==> src/rtl/imm_rotate_encoder_if.sv <==
// Request/result bundle for the rotated-immediate encoder.
// The master drives start/value; the slave returns the status and the result.
interface imm_rotate_encoder_if;
  logic        start;
  logic [31:0] value;
  logic        busy;
  logic        done;
  logic        valid;
  logic [7:0]  imm8;
  logic [3:0]  rot;

  modport master (
    output start, value,
    input  busy, done, valid, imm8, rot
  );

  modport slave (
    input  start, value,
    output busy, done, valid, imm8, rot
  );
endinterface

==> src/rtl/imm_rotate_encoder.sv <==
// Iterative search for the ARM rotated-immediate form of a 32-bit constant.
// Tests one even rotation per clock and reports the smallest matching rot.
module imm_rotate_encoder (
  input  logic                 clk,
  input  logic                 rst,
  imm_rotate_encoder_if.slave  bus
);

  typedef enum logic [1:0] {StIdle, StSearch, StDone} state_e;

  state_e      state_q, state_d;
  logic [3:0]  r_q, r_d;
  logic [31:0] value_q, value_d;
  logic        valid_q, valid_d;
  logic [7:0]  imm8_q, imm8_d;
  logic [3:0]  rot_q, rot_d;

  logic [4:0]  sh;
  logic [31:0] cand;

  // Rotate left by 2*r; the right-shift term vanishes when the amount is 0.
  assign sh   = {r_q, 1'b0};
  assign cand = (value_q << sh) | (value_q >> (6'd32 - {1'b0, sh}));

  always_comb begin
    state_d = state_q;
    r_d     = r_q;
    value_d = value_q;
    valid_d = valid_q;
    imm8_d  = imm8_q;
    rot_d   = rot_q;
    unique case (state_q)
      StIdle, StDone: begin
        if (bus.start) begin
          value_d = bus.value;
          r_d     = 4'd0;
          state_d = StSearch;
        end else begin
          state_d = StIdle;
        end
      end
      StSearch: begin
        if (cand[31:8] == 24'd0) begin
          valid_d = 1'b1;
          imm8_d  = cand[7:0];
          rot_d   = r_q;
          state_d = StDone;
        end else if (r_q == 4'd15) begin
          valid_d = 1'b0;
          imm8_d  = 8'd0;
          rot_d   = 4'd0;
          state_d = StDone;
        end else begin
          r_d = r_q + 4'd1;
        end
      end
      default: state_d = StIdle;
    endcase
  end

  always_ff @(posedge clk or posedge rst) begin
    if (rst) begin
      state_q <= StIdle;
      r_q     <= 4'd0;
      value_q <= 32'd0;
      valid_q <= 1'b0;
      imm8_q  <= 8'd0;
      rot_q   <= 4'd0;
    end else begin
      state_q <= state_d;
      r_q     <= r_d;
      value_q <= value_d;
      valid_q <= valid_d;
      imm8_q  <= imm8_d;
      rot_q   <= rot_d;
    end
  end

  assign bus.busy  = (state_q == StSearch);
  assign bus.done  = (state_q == StDone);
  assign bus.valid = valid_q;
  assign bus.imm8  = imm8_q;
  assign bus.rot   = rot_q;

endmodule
==> src/flat_wrapper.sv <==
// flat-port wrapper written by rule: the top's interface ports become plain ports
module imm_rotate_encoder_flat 
  (clk, rst, bus_start, bus_value, bus_busy, bus_done, bus_valid, bus_imm8, bus_rot);
  imm_rotate_encoder_if bus_i ();
  input  logic clk;
  input  logic rst;
  input wire logic [$bits(bus_i.start)-1:0] bus_start;
  input wire logic [$bits(bus_i.value)-1:0] bus_value;
  output wire logic [$bits(bus_i.busy)-1:0] bus_busy;
  output wire logic [$bits(bus_i.done)-1:0] bus_done;
  output wire logic [$bits(bus_i.valid)-1:0] bus_valid;
  output wire logic [$bits(bus_i.imm8)-1:0] bus_imm8;
  output wire logic [$bits(bus_i.rot)-1:0] bus_rot;
  assign bus_i.start = bus_start;
  assign bus_i.value = bus_value;
  assign bus_busy = bus_i.busy;
  assign bus_done = bus_i.done;
  assign bus_valid = bus_i.valid;
  assign bus_imm8 = bus_i.imm8;
  assign bus_rot = bus_i.rot;
  imm_rotate_encoder u_core (.clk(clk), .rst(rst), .bus(bus_i));
endmodule
==> config.mk <==
export PLATFORM = sky130hd
export DESIGN_NAME = imm_rotate_encoder_flat
export DESIGN_NICKNAME = d
export VERILOG_FILES = /design/src/rtl/imm_rotate_encoder_if.sv /design/src/rtl/imm_rotate_encoder.sv /design/src/flat_wrapper.sv
export SDC_FILE = /design/constraint.sdc
export NUM_CORES = 1
export LEC_CHECK = 0
export ABC_CLOCK_PERIOD_IN_PS = 8400
export CORE_MARGIN = 10
export CORE_UTILIZATION = 45
export DETAILED_ROUTE_END_ITERATION = 16
export GPL_ROUTABILITY_DRIVEN = 0
export PLACE_DENSITY = 0.65
export SLEW_MARGIN = 10
export SYNTH_ARGS = -nofsm -noshare
export SYNTH_HDL_FRONTEND = slang
export SYNTH_SLANG_ARGS = --single-unit
==> constraint.sdc <==
create_clock -name clk -period 8.4 [get_ports clk]
set_input_delay 1.68 -clock clk [delete_from_list [all_inputs] [get_ports clk]]
set_output_delay 1.68 -clock clk [all_outputs]
set_load 0.03 [all_outputs]
==> flow_metrics.tcl <==
set metrics [dict create \
    dpl.hpwl_um 7110 \
    fin_nets 506 \
    overflow 0 \
    antenna_found_initial 0 \
    grt_max_degree 72 \
    synth_most_common_cell "nand2_1" \
    clockBufferDepth 2 \
    leakagePower_uw 0.00191 \
    htree_levels 2 \
    wl_um 9960 \
    fin_skew_ns 0.0142 \
    clock_latency_ns 0.32 \
    seqCellArea_um2 1280 \
    ys_types 51 \
    cp.arrival_ns 4.73 \
    end_kind "flop" \
    drc 0 \
    viasPerCell 5.87 \
    die-area_um2 12500 \
    max_stage_delay_ns 0.80 \
    tritoncts "built" \
    synth_area_leader_cell "dfrtp_1" \
    track_usage_pct 15.3 \
    grt_pass1_wl_um 16700 \
    coreArea_um2 8220 \
    crit_chain "buf_4, inv_2, ha_1, buf_4, mux2i_1, mux2i_1, nor4_1, nand4_1, o211ai_2, nand4_4, a21o_1, a22o_1" \
    slew_headroom_pct 42.6 \
    syn_inst 443 \
    post-cts-setup-buffer-count 0 \
    synth_seq_area_share_pct 33.6 \
    multi_input_area_um2 2300 \
    critical_path_required_ns 8.62 \
    port_buffers 49 \
    cts_sinks 51 \
    layout-drive-gt1-share_pct 9.15 \
    grt_pass1_vias 3224 \
    period_minus_slack_ns 4.51 \
    ios 50 \
    netlist_area_um2 3790 \
    setup.worst_path.class "flop to flop" \
    slowest_stage "ha_1" \
    tightest_slew_ns 0.854 \
    vias 3375 \
    crit_path_max_fanout 71 \
    avgSynthCellArea_um2 8.56 \
    tns_ns 0 \
    yosys_warnings 0 \
    status "completed" \
    ys_seq_elements 51 \
    dr.pass1.iters 5 \
    wl_per_cell_um 17.3 \
    numCtsBuffers 5 \
    powerDensity_nw_per_um2 466 \
    drt-initial-drc-count 269 \
    cap_violations 0 \
    cts_root_buffer "clkbuf_8" \
    postCtsHoldBufs 0 \
    finalPower_uw 2050 \
    clk_pin_slew_ns 0.11 \
    dieWidth_um 112 \
    start_kind "flop" \
    cts_resized 0 \
    ys.flop_type "dfrtp_1" \
    synth_top_area_share_pct 33.6 \
    drv_slew 0 \
    syn_to_final_growth_pct 15.9 \
    finalHoldViolCount 0 \
    ir_worst_vdd_mv 0.215 \
    setup_viol 0 \
    diodes 0 \
    start_util_pct 46.2 \
    ys_async_sr_fraction_pct 100 \
    min_period_over_period_pct 53.7 \
    synth-edff-count 0 \
    timing.fmax_ghz 0.222 \
    rows 33 \
    dieHeight_um 112 \
    synthTopCellsByCount "116 x nand2_1, 51 x dfrtp_1, 32 x nor2_1" \
    synth_area_leaders "dfrtp_1 34%, nand2_1 11%, mux4_2 8.9%" \
    rsz0062_at_grt "no" \
    synth_fp_nets 480 \
    fill_cells 773 \
    worstHoldPathType "flop to flop" \
    ant_nets 0 \
]
## worst paths after layout
| check | startpoint | to | slack [ns] | depth (start not counted) |
|---|---|---|---|---|
| max in group asynchronous | rst | u_core.r_q[0] | 6.10 | 3 |
| min in group asynchronous | rst | u_core.value_q[8] | 1.84 | 3 |
| hold / removal | u_core.bus.imm8[0] | u_core.bus.imm8[0] | 0.51 | 1 |
| hold reg to reg | u_core.bus.imm8[0] | u_core.bus.imm8[0] | 0.51 | 1 |
| setup / recovery | u_core.r_q[0] | u_core.bus.rot[2] | 3.89 | 12 |
| setup reg to reg | u_core.r_q[0] | u_core.bus.rot[2] | 3.89 | 12 |
## routing by layer
| layer | GRT usage [%] | vias to the layer above | share of wire (%) | routed length (um) |
|---|---|---|---|---|
| met2 | 25.0 | 147 | 48 | 4800 |
| met4 | 3.60 | 0 | 1.4 | 137 |
| met3 | 2.84 | 13 | 6.5 | 652 |
| met1 | 20.4 | 1570 | 44 | 4370 |
| met5 | 0 | - | 0 | 0 |
| li1 | - | 1645 | - | - |
## stage by stage
step / std cells / util (%) / setup slack (ns) / cell area, um2 / hold WS [ns]
after floorplan: 443 / - / 5.36 / 3790 / 0.519
after detailed placement: 567 / 52.1 / 4.01 / 4280 / 0.484
after global placement: 567 / 52.1 / 4.21 / 4280 / 0.481
after CTS: 575 / 53.5 / 3.96 / 4400 / 0.513
after global routing: 575 / 53.5 / 3.62 / 4400 / 0.527
final: 575 / 53.5 / 3.89 / 4400 / 0.509
## critical path: cells and delay by family, from the launching register on
kind            cells  cell delay (ns)
mux                 2             0.44
buf+inv             3             1.31
fa+ha+maj           1             0.80
simple gates        3             0.70
compound gates      3             0.77
flops               1             0.35
## final cells by class
| cell class | count | area share (%) |
|---|---|---|
| flip-flops and latches | 51 | 29.0 |
| clock inverters | 3 | 1.08 |
| well taps | 105 | 2.99 |
| multi-input cells | 346 | 52.3 |
| inverters | 10 | 0.853 |
| clock buffers | 5 | 1.56 |
| repair buffers | 55 | 12.2 |
## flip-flops by register name, summed over array words and instances (netlist names)
| register | cells |
|---|---|
| u_core.bus.valid | 1 |
| u_core.value_q | 32 |
| u_core.state_q | 2 |
| u_core.r_q | 4 |
| u_core.bus.imm8 | 8 |
| u_core.bus.rot | 4 |
## power by group
group          internal, uW  total [uW]  switching, uW  leakage, uW
registers               348         534            186     0.000649
clock network          90.5         182           91.2    0.0000587
logic                   590        1340            746      0.00120
total                  1030        2050           1020      0.00191
## layout by cell type (no fill, tap or decap), types with 6 or more instances in the layout
master | netlist | routed
nor3_1 | 17 | 17
o21ai_0 | 14 | 14
a31oi_1 | 12 | 12
a21oi_1 | 17 | 17
mux4_2 | 15 | 15
buf_4 | 0 | 6
o2bb2ai_1 | 8 | 8
nor2_1 | 32 | 32
o22ai_1 | 9 | 9
clkdlybuf4s50_1 | 0 | 49
nand2_1 | 116 | 116
inv_1 | 9 | 8
dfrtp_1 | 51 | 50
nand3_1 | 8 | 8
mux2i_1 | 22 | 22
## kinds of logic after synthesis
group,share of synthesized area (%)
multiplexers,19.4
flip-flops,33.6
adder cells (fa/ha/maj),0.660
buffers and inverters,5.80
AO/OA/AOI/OAI,15.8
AND/OR/NAND/NOR,24.7
Note: power is estimated with default switching activity, not from simulation.
